<file path="src/rtl/io_controller.sv">
// Two-switch debounced I/O block with a 4-register CPU port and a 7-segment hex display.
// Optional display blink is compiled in with `define IO_CTRL_BLINK_EN.

module io_ctrl_debounce #(
  parameter int DEBOUNCE_CYCLES = 4
) (
  input  logic clock,
  input  logic reset,
  input  logic i_raw,
  output logic o_db,
  output logic o_chg
);
  localparam int CW = 8;

  logic          r_s1, r_s2, r_db;
  logic [CW-1:0] r_cnt;
  logic          w_hit;

  // o_chg pulses in the same cycle the debounced value flips
  assign w_hit = (r_s2 != r_db) && (r_cnt == CW'(DEBOUNCE_CYCLES - 1));
  assign o_db  = r_db;
  assign o_chg = w_hit;

  always_ff @(posedge clock or negedge reset) begin
    if (!reset) begin
      r_s1  <= 1'b0;
      r_s2  <= 1'b0;
      r_db  <= 1'b0;
      r_cnt <= '0;
    end else begin
      r_s1 <= i_raw;
      r_s2 <= r_s1;
      if (r_s2 == r_db) begin
        r_cnt <= '0;
      end else if (w_hit) begin
        r_cnt <= '0;
        r_db  <= r_s2;
      end else begin
        r_cnt <= r_cnt + 1'b1;
      end
    end
  end
endmodule

module io_controller #(
  parameter int DEBOUNCE_CYCLES = 4,
  parameter int BLINK_CYCLES    = 16
) (
  input  logic        clock,
  input  logic        reset,
  input  logic        io_sw0,
  input  logic        io_sw1,
  output logic [6:0]  io_display,
  input  logic        cpu_req,
  input  logic        cpu_we,
  input  logic [1:0]  cpu_addr,
  input  logic [15:0] cpu_wdata,
  output logic [15:0] cpu_rdata,
  output logic        cpu_ack
);
  localparam logic [1:0] A_DISP = 2'd0, A_SW = 2'd1, A_EVT = 2'd2, A_CTRL = 2'd3;

  typedef enum logic [1:0] {S_IDLE, S_ACCESS, S_ACK, S_RELEASE} state_t;

  state_t      r_state;
  logic        r_we;
  logic [1:0]  r_addr;
  logic [3:0]  r_wd;
  logic        r_ack;
  logic [15:0] r_rdata;
  logic [3:0]  r_digit;
  logic        r_en;
  logic [1:0]  r_event;
  logic [6:0]  r_disp;

  logic [1:0]  w_raw, w_db, w_chg;
  logic        w_wr_evt, w_wr_ctrl;
  logic        w_blink, w_blank;
  logic [15:0] w_rd;
  logic [6:0]  w_seg;
  logic        w_unused;

  assign w_unused   = ^{cpu_wdata[15:4], BLINK_CYCLES[0]};
  assign w_raw      = {io_sw1, io_sw0};
  assign io_display = r_disp;
  assign cpu_rdata  = r_rdata;
  assign cpu_ack    = r_ack;
  assign w_wr_evt   = (r_state == S_ACCESS) && r_we && (r_addr == A_EVT);
  assign w_wr_ctrl  = (r_state == S_ACCESS) && r_we && (r_addr == A_CTRL);

  for (genvar g = 0; g < 2; g++) begin : g_sw
    io_ctrl_debounce #(.DEBOUNCE_CYCLES(DEBOUNCE_CYCLES)) u_db (
      .clock (clock),
      .reset (reset),
      .i_raw (w_raw[g]),
      .o_db  (w_db[g]),
      .o_chg (w_chg[g])
    );
  end

  always_comb begin
    w_rd = 16'h0000;
    case (r_addr)
      A_DISP:  w_rd = {12'h000, r_digit};
      A_SW:    w_rd = {14'h0000, w_db};
      A_EVT:   w_rd = {14'h0000, r_event};
      default: w_rd = {14'h0000, w_blink, r_en};
    endcase
  end

  always_ff @(posedge clock or negedge reset) begin
    if (!reset) begin
      r_state <= S_IDLE;
      r_we    <= 1'b0;
      r_addr  <= 2'd0;
      r_wd    <= 4'h0;
      r_ack   <= 1'b0;
      r_rdata <= 16'h0000;
      r_digit <= 4'h0;
      r_en    <= 1'b1;
    end else begin
      case (r_state)
        S_IDLE: if (cpu_req) begin
          r_we    <= cpu_we;
          r_addr  <= cpu_addr;
          r_wd    <= cpu_wdata[3:0];
          r_state <= S_ACCESS;
        end
        S_ACCESS: begin
          r_state <= S_ACK;
          r_ack   <= 1'b1;
          r_rdata <= r_we ? 16'h0000 : w_rd;
          if (r_we && r_addr == A_DISP) r_digit <= r_wd;
          if (r_we && r_addr == A_CTRL) r_en    <= r_wd[0];
        end
        S_ACK: begin
          r_state <= S_RELEASE;
          r_ack   <= 1'b0;
          r_rdata <= 16'h0000;
        end
        default: if (!cpu_req) r_state <= S_IDLE;
      endcase
    end
  end

  // A debounced change in the same cycle as a W1C clear leaves the bit set
  always_ff @(posedge clock or negedge reset) begin
    if (!reset) r_event <= 2'b00;
    else        r_event <= (r_event & ~(w_wr_evt ? r_wd[1:0] : 2'b00)) | w_chg;
  end

`ifdef IO_CTRL_BLINK_EN
  localparam int BW = $clog2(BLINK_CYCLES + 1);
  logic          r_blink;
  logic [BW-1:0] r_bcnt;
  logic          r_bph;

  assign w_blink = r_blink;
  assign w_blank = r_blink & r_bph;

  always_ff @(posedge clock or negedge reset) begin
    if (!reset)         r_blink <= 1'b0;
    else if (w_wr_ctrl) r_blink <= r_wd[1];
  end

  // Held at zero while blink is off, so each 0->1 starts with a lit period
  always_ff @(posedge clock or negedge reset) begin
    if (!reset) begin
      r_bcnt <= '0;
      r_bph  <= 1'b0;
    end else if (!r_blink) begin
      r_bcnt <= '0;
      r_bph  <= 1'b0;
    end else if (r_bcnt == BW'(BLINK_CYCLES - 1)) begin
      r_bcnt <= '0;
      r_bph  <= ~r_bph;
    end else begin
      r_bcnt <= r_bcnt + 1'b1;
    end
  end
`else
  assign w_blink = 1'b0;
  assign w_blank = 1'b0;
`endif

  always_comb begin
    w_seg = 7'b0000000;
    case (r_digit)
      4'h0: w_seg = 7'b0111111;
      4'h1: w_seg = 7'b0000110;
      4'h2: w_seg = 7'b1011011;
      4'h3: w_seg = 7'b1001111;
      4'h4: w_seg = 7'b1100110;
      4'h5: w_seg = 7'b1101101;
      4'h6: w_seg = 7'b1111101;
      4'h7: w_seg = 7'b0000111;
      4'h8: w_seg = 7'b1111111;
      4'h9: w_seg = 7'b1101111;
      4'hA: w_seg = 7'b1110111;
      4'hB: w_seg = 7'b1111100;
      4'hC: w_seg = 7'b0111001;
      4'hD: w_seg = 7'b1011110;
      4'hE: w_seg = 7'b1111001;
      default: w_seg = 7'b1110001;
    endcase
  end

  always_ff @(posedge clock or negedge reset) begin
    if (!reset) r_disp <= 7'b0111111;
    else        r_disp <= (r_en && !w_blank) ? w_seg : 7'b0000000;
  end
endmodule

</file>
<file path="config.mk">
export PLATFORM = sky130hd
export DESIGN_NAME = io_controller
export DESIGN_NICKNAME = d
export VERILOG_FILES = /design/src/rtl/io_controller.sv
export SDC_FILE = /design/constraint.sdc
export NUM_CORES = 1
export LEC_CHECK = 0
export ABC_AREA = 1
export CORE_AREA = 2 2 75 77
export DETAILED_ROUTE_END_ITERATION = 10
export DIE_AREA = 0 0 77 79
export GPL_TIMING_DRIVEN = 0
export PLACE_DENSITY = 0.78
export SKIP_CTS_REPAIR_TIMING = 1
export SYNTH_ARGS = -nofsm -noshare
export SYNTH_HDL_FRONTEND = slang
export SYNTH_SLANG_ARGS = --single-unit
</file>
<file path="constraint.sdc">
create_clock -name clock -period 1.8 [get_ports clock]
set_input_delay 0.18 -clock clock [delete_from_list [all_inputs] [get_ports clock]]
set_output_delay 0.18 -clock clock [all_outputs]
set_load 0.02 [all_outputs]
</file>
==> flow_summary_export.csv <==
group,metric,value,unit
outcome,status,"finished, final reports clean",
synth,synth_area,0.00254,mm²
detailed_routing,drt_pass1_iterations,4,
timing,slew_viol_final,0,
global_routing,grt_pass1_wl,7250,µm
global_routing,overflow,0,
cells_and_area,drive_above_1_share,12.0,%
cts,h-tree-depth,2,
synth,synthTopCellsByCount,"nand2_1 (77), dfrtp_1 (43), nor2_1 (40), inv_1 (36), nand3_1 (20)",
cts,clockRootBuffer,"clkbuf_8",
cts,cts_tree,"done",
synth,synth_top_area_share,42.3,%
synth,async_flop_share,100,%
synth,ys_ff_latch,50,
cells_and_area,multi_input_area,0.00108,mm²
timing,skew,5.43,ps
power_and_ir_drop,ir_drop,0.546,mV
setup_path,cpPeakStageDelay,600,ps
synth,synth_most_common_cell,"nand2_1",
setup_path,crit_buf_inv,1,
die,die_y,79,µm
global_routing,grt_pass1_vias,1806,
synth,synthCells,307,
placement,placed_cell_area,0.00292,mm²
power_and_ir_drop,seq_power_share,43.0,%
power_and_ir_drop,p_comb_share,40.6,%
detailed_routing,drt.antenna.violating_nets,0,
die,die_w,77,µm
synth,ys_warn_count,0,
power_and_ir_drop,p_int,2.48,mW
synth,syn_avg_cell_area,8.29,µm²
hold_path,holdCritPathClass,"in -> async",
cells_and_area,final_nets,386,
global_routing,grt_max_degree,38,
cts,cts_buffers,5,
synth,synth.top_cells.by_area,"dfrtp_1 (42%), nand2_1 (11%), dfstp_2 (7.2%)",
placement,place_hpwl,3170,µm
cells_and_area,seqCellArea,0.00126,mm²
setup_path,path_cells,"clkdlybuf4s50_1",
cells_and_area,diodes,0,
cells_and_area,final_util,56.6,%
global_routing,antenna_found_initial,0,
die,ios,48,
timing,setup_violations,0,
timing,post-route-period-util,89.4,%
synth,ys_seq_area_share,49.5,%
cells_and_area,nFillCells,489,
setup_path,critPathRequiredTime,1620,ps
detailed_routing,drt-total-wl,4110,µm
die,core_area,0.00534,mm²
die,initial_core_util,47.7,%
cts,clk_pin_slew_worst_paths,90,ps
setup_path,worstPathMaxFanout,1,
placement,portBuffers,23,
synth,yosys_most_used_dff,"dfrtp_1",
timing,rsz0062_at_grt,"false",
power_and_ir_drop,power_density,1360,mW/mm²
setup_path,path_depth,1,
setup_path,crit_slowest_cell,"clkdlybuf4s50_1",
detailed_routing,wl_per_cell,9.71,µm
setup_path,crit_type,"reg -> out",
cells_and_area,post-route-cell-area,0.00302,mm²
detailed_routing,drt_iter0_drc,96,
synth,yosysTopAreaCell,"dfrtp_1",
power_and_ir_drop,switching_share,39.5,%
global_routing,grt_use_total,14.9,%
detailed_routing,vias,1956,
detailed_routing,vias_per_cell,4.62,
setup_path,critPathLaunchType,"register",
power_and_ir_drop,clock_power_share,16.5,%
setup_path,critPathArrivalTime,1430,ps
setup_path,cp_top_family,"buffers and inverters",
timing,hold_viol_final,0,
cts,cts.path.max_buffers,2,
detailed_routing,drc_errors,0,
cts,cts_sinks,50,
die,num_rows,27,
die,dieArea,0.00608,mm²
setup_path,crit_path_end_kind,"output port",
timing,fin_crit,1610,ps
synth,synth_edf_count,0,
synth,synth_cell_type_count,28,
timing,timing.fmax,621,MHz
cts,clkLatencyLatePin,310,ps
power_and_ir_drop,leakage,1.47,nW
flow_run,cap_violations,0,
placement,gp_congestion,0.905,
cells_and_area,area_growth,18.8,%
setup_path,rr_worst_depth,7,
power_and_ir_drop,switching_power,1.62,mW
worst register-to-register path, stage by stage (launching register included):
cell	delay, ps
dfrtp_1	380
inv_1	80
ha_1	330
inv_1	170
nand2_1	70
nand2_1	60
nand2_1	80
o21ai_0	190
path summary, 6_finish.rpt:
kind | start | endpoint | slack (ps)
min reg2reg | g_sw[0].u_db.r_s1$_DFF_PN0_ | g_sw[0].u_db.r_s2$_DFF_PN0_ | 350
min in group clock | io_sw1 | g_sw[1].u_db.r_s1$_DFF_PN0_ | 300
max | io_display[2]$_DFF_PN1_ | io_display[2] | 190
min | reset | r_state[1]$_DFFE_PN0P_ | 290
max in group asynchronous | reset | io_display[1]$_DFF_PN1_ | 980
max reg2reg | r_state[0]$_DFFE_PN0P_ | r_state[0]$_DFFE_PN0P_ | 370
power groups by stage:
stage	registers (mW)	logic (mW)	clock network (mW)
2_1_floorplan	1.86	1.09	0
3_3_place_gp	1.77	1.63	0
3_5_place_dp	1.79	1.68	0
4_1_cts	1.76	1.68	0.693
5_1_grt	1.81	1.93	0.741
6_report	1.76	1.67	0.676
routing by layer:
| metal | part of all wire, % | routed length [µm] | global-route usage (%) | vias up |
|---|---|---|---|---|
| met5 | 0 | 0 | 0 | - |
| met4 | 1.6 | 67 | 6.43 | 0 |
| met3 | 4.0 | 165 | 4.09 | 7 |
| met2 | 49 | 2030 | 26.5 | 31 |
| met1 | 45 | 1840 | 16.8 | 895 |
| li1 | - | - | - | 1023 |
layout by cell type, fill, tap and decap left out, types with 2 or more instances in the layout:
cell type        count
buf_2                3
clkdlybuf4s50_1     22
nand2_2              3
clkbuf_8             6
buf_4               13
nor3_1               3
xor2_1               3
nand2_1             77
nand3_1             20
nor2_4               2
nor2_1              40
dfstp_2              7
o21ai_0             18
inv_1               36
dfrtp_1             43
ha_1                12
nor3_2               2
a21oi_1             14
conb_1              12
sequential cells by signal, summed over array words and instances, names as in the netlist, 4 cells and up:
name / flops
g_sw.u_db.r_cnt: 16
cpu_rdata: 4
io_display: 7
r_digit: 4
r_wd: 4
kinds of logic (layout without fill, tap and decap cells):
kind of cell             count (synthesis)  after routing  share of synthesized area (%)
AND/OR/NAND/NOR                        150            150                           25.0
buffers and inverters                   52             85                           9.69
flip-flops                              50             50                           49.5
AO/OA/AOI/OAI                           36             36                           7.33
adder cells (fa/ha/maj)                 12             12                           5.90
XOR/XNOR                                 5              5                           2.02
other                                    1             12                          0.147
multiplexers                             1              1                          0.442
stage by stage:
stage / hold WS (ps) / setup WS, ps / instances / TNS [ps] / power [mW]
after floorplan: -116 / 523 / 318 / 0 / 2.95
final: 287 / 190 / 423 / 0 / 4.11
after global placement: 332 / -837 / 413 / -38120 / 3.39
after global routing: 301 / 154 / 423 / 0 / 4.47
after CTS: -239 / 177 / 422 / 0 / 4.14
after detailed placement: 94.8 / 394 / 414 / 0 / 3.46
final cells by class:
cell class / instances / area share (%)
clock inverter: 1 / 0.166
tap: 72 / 2.98
clock buffer: 7 / 2.86
inverter: 37 / 4.59
timing repair buffer: 25 / 8.44
sequential: 50 / 41.7
buffer: 15 / 3.56
multi-input combinational: 216 / 35.7
(Power assumes the default switching activity.)
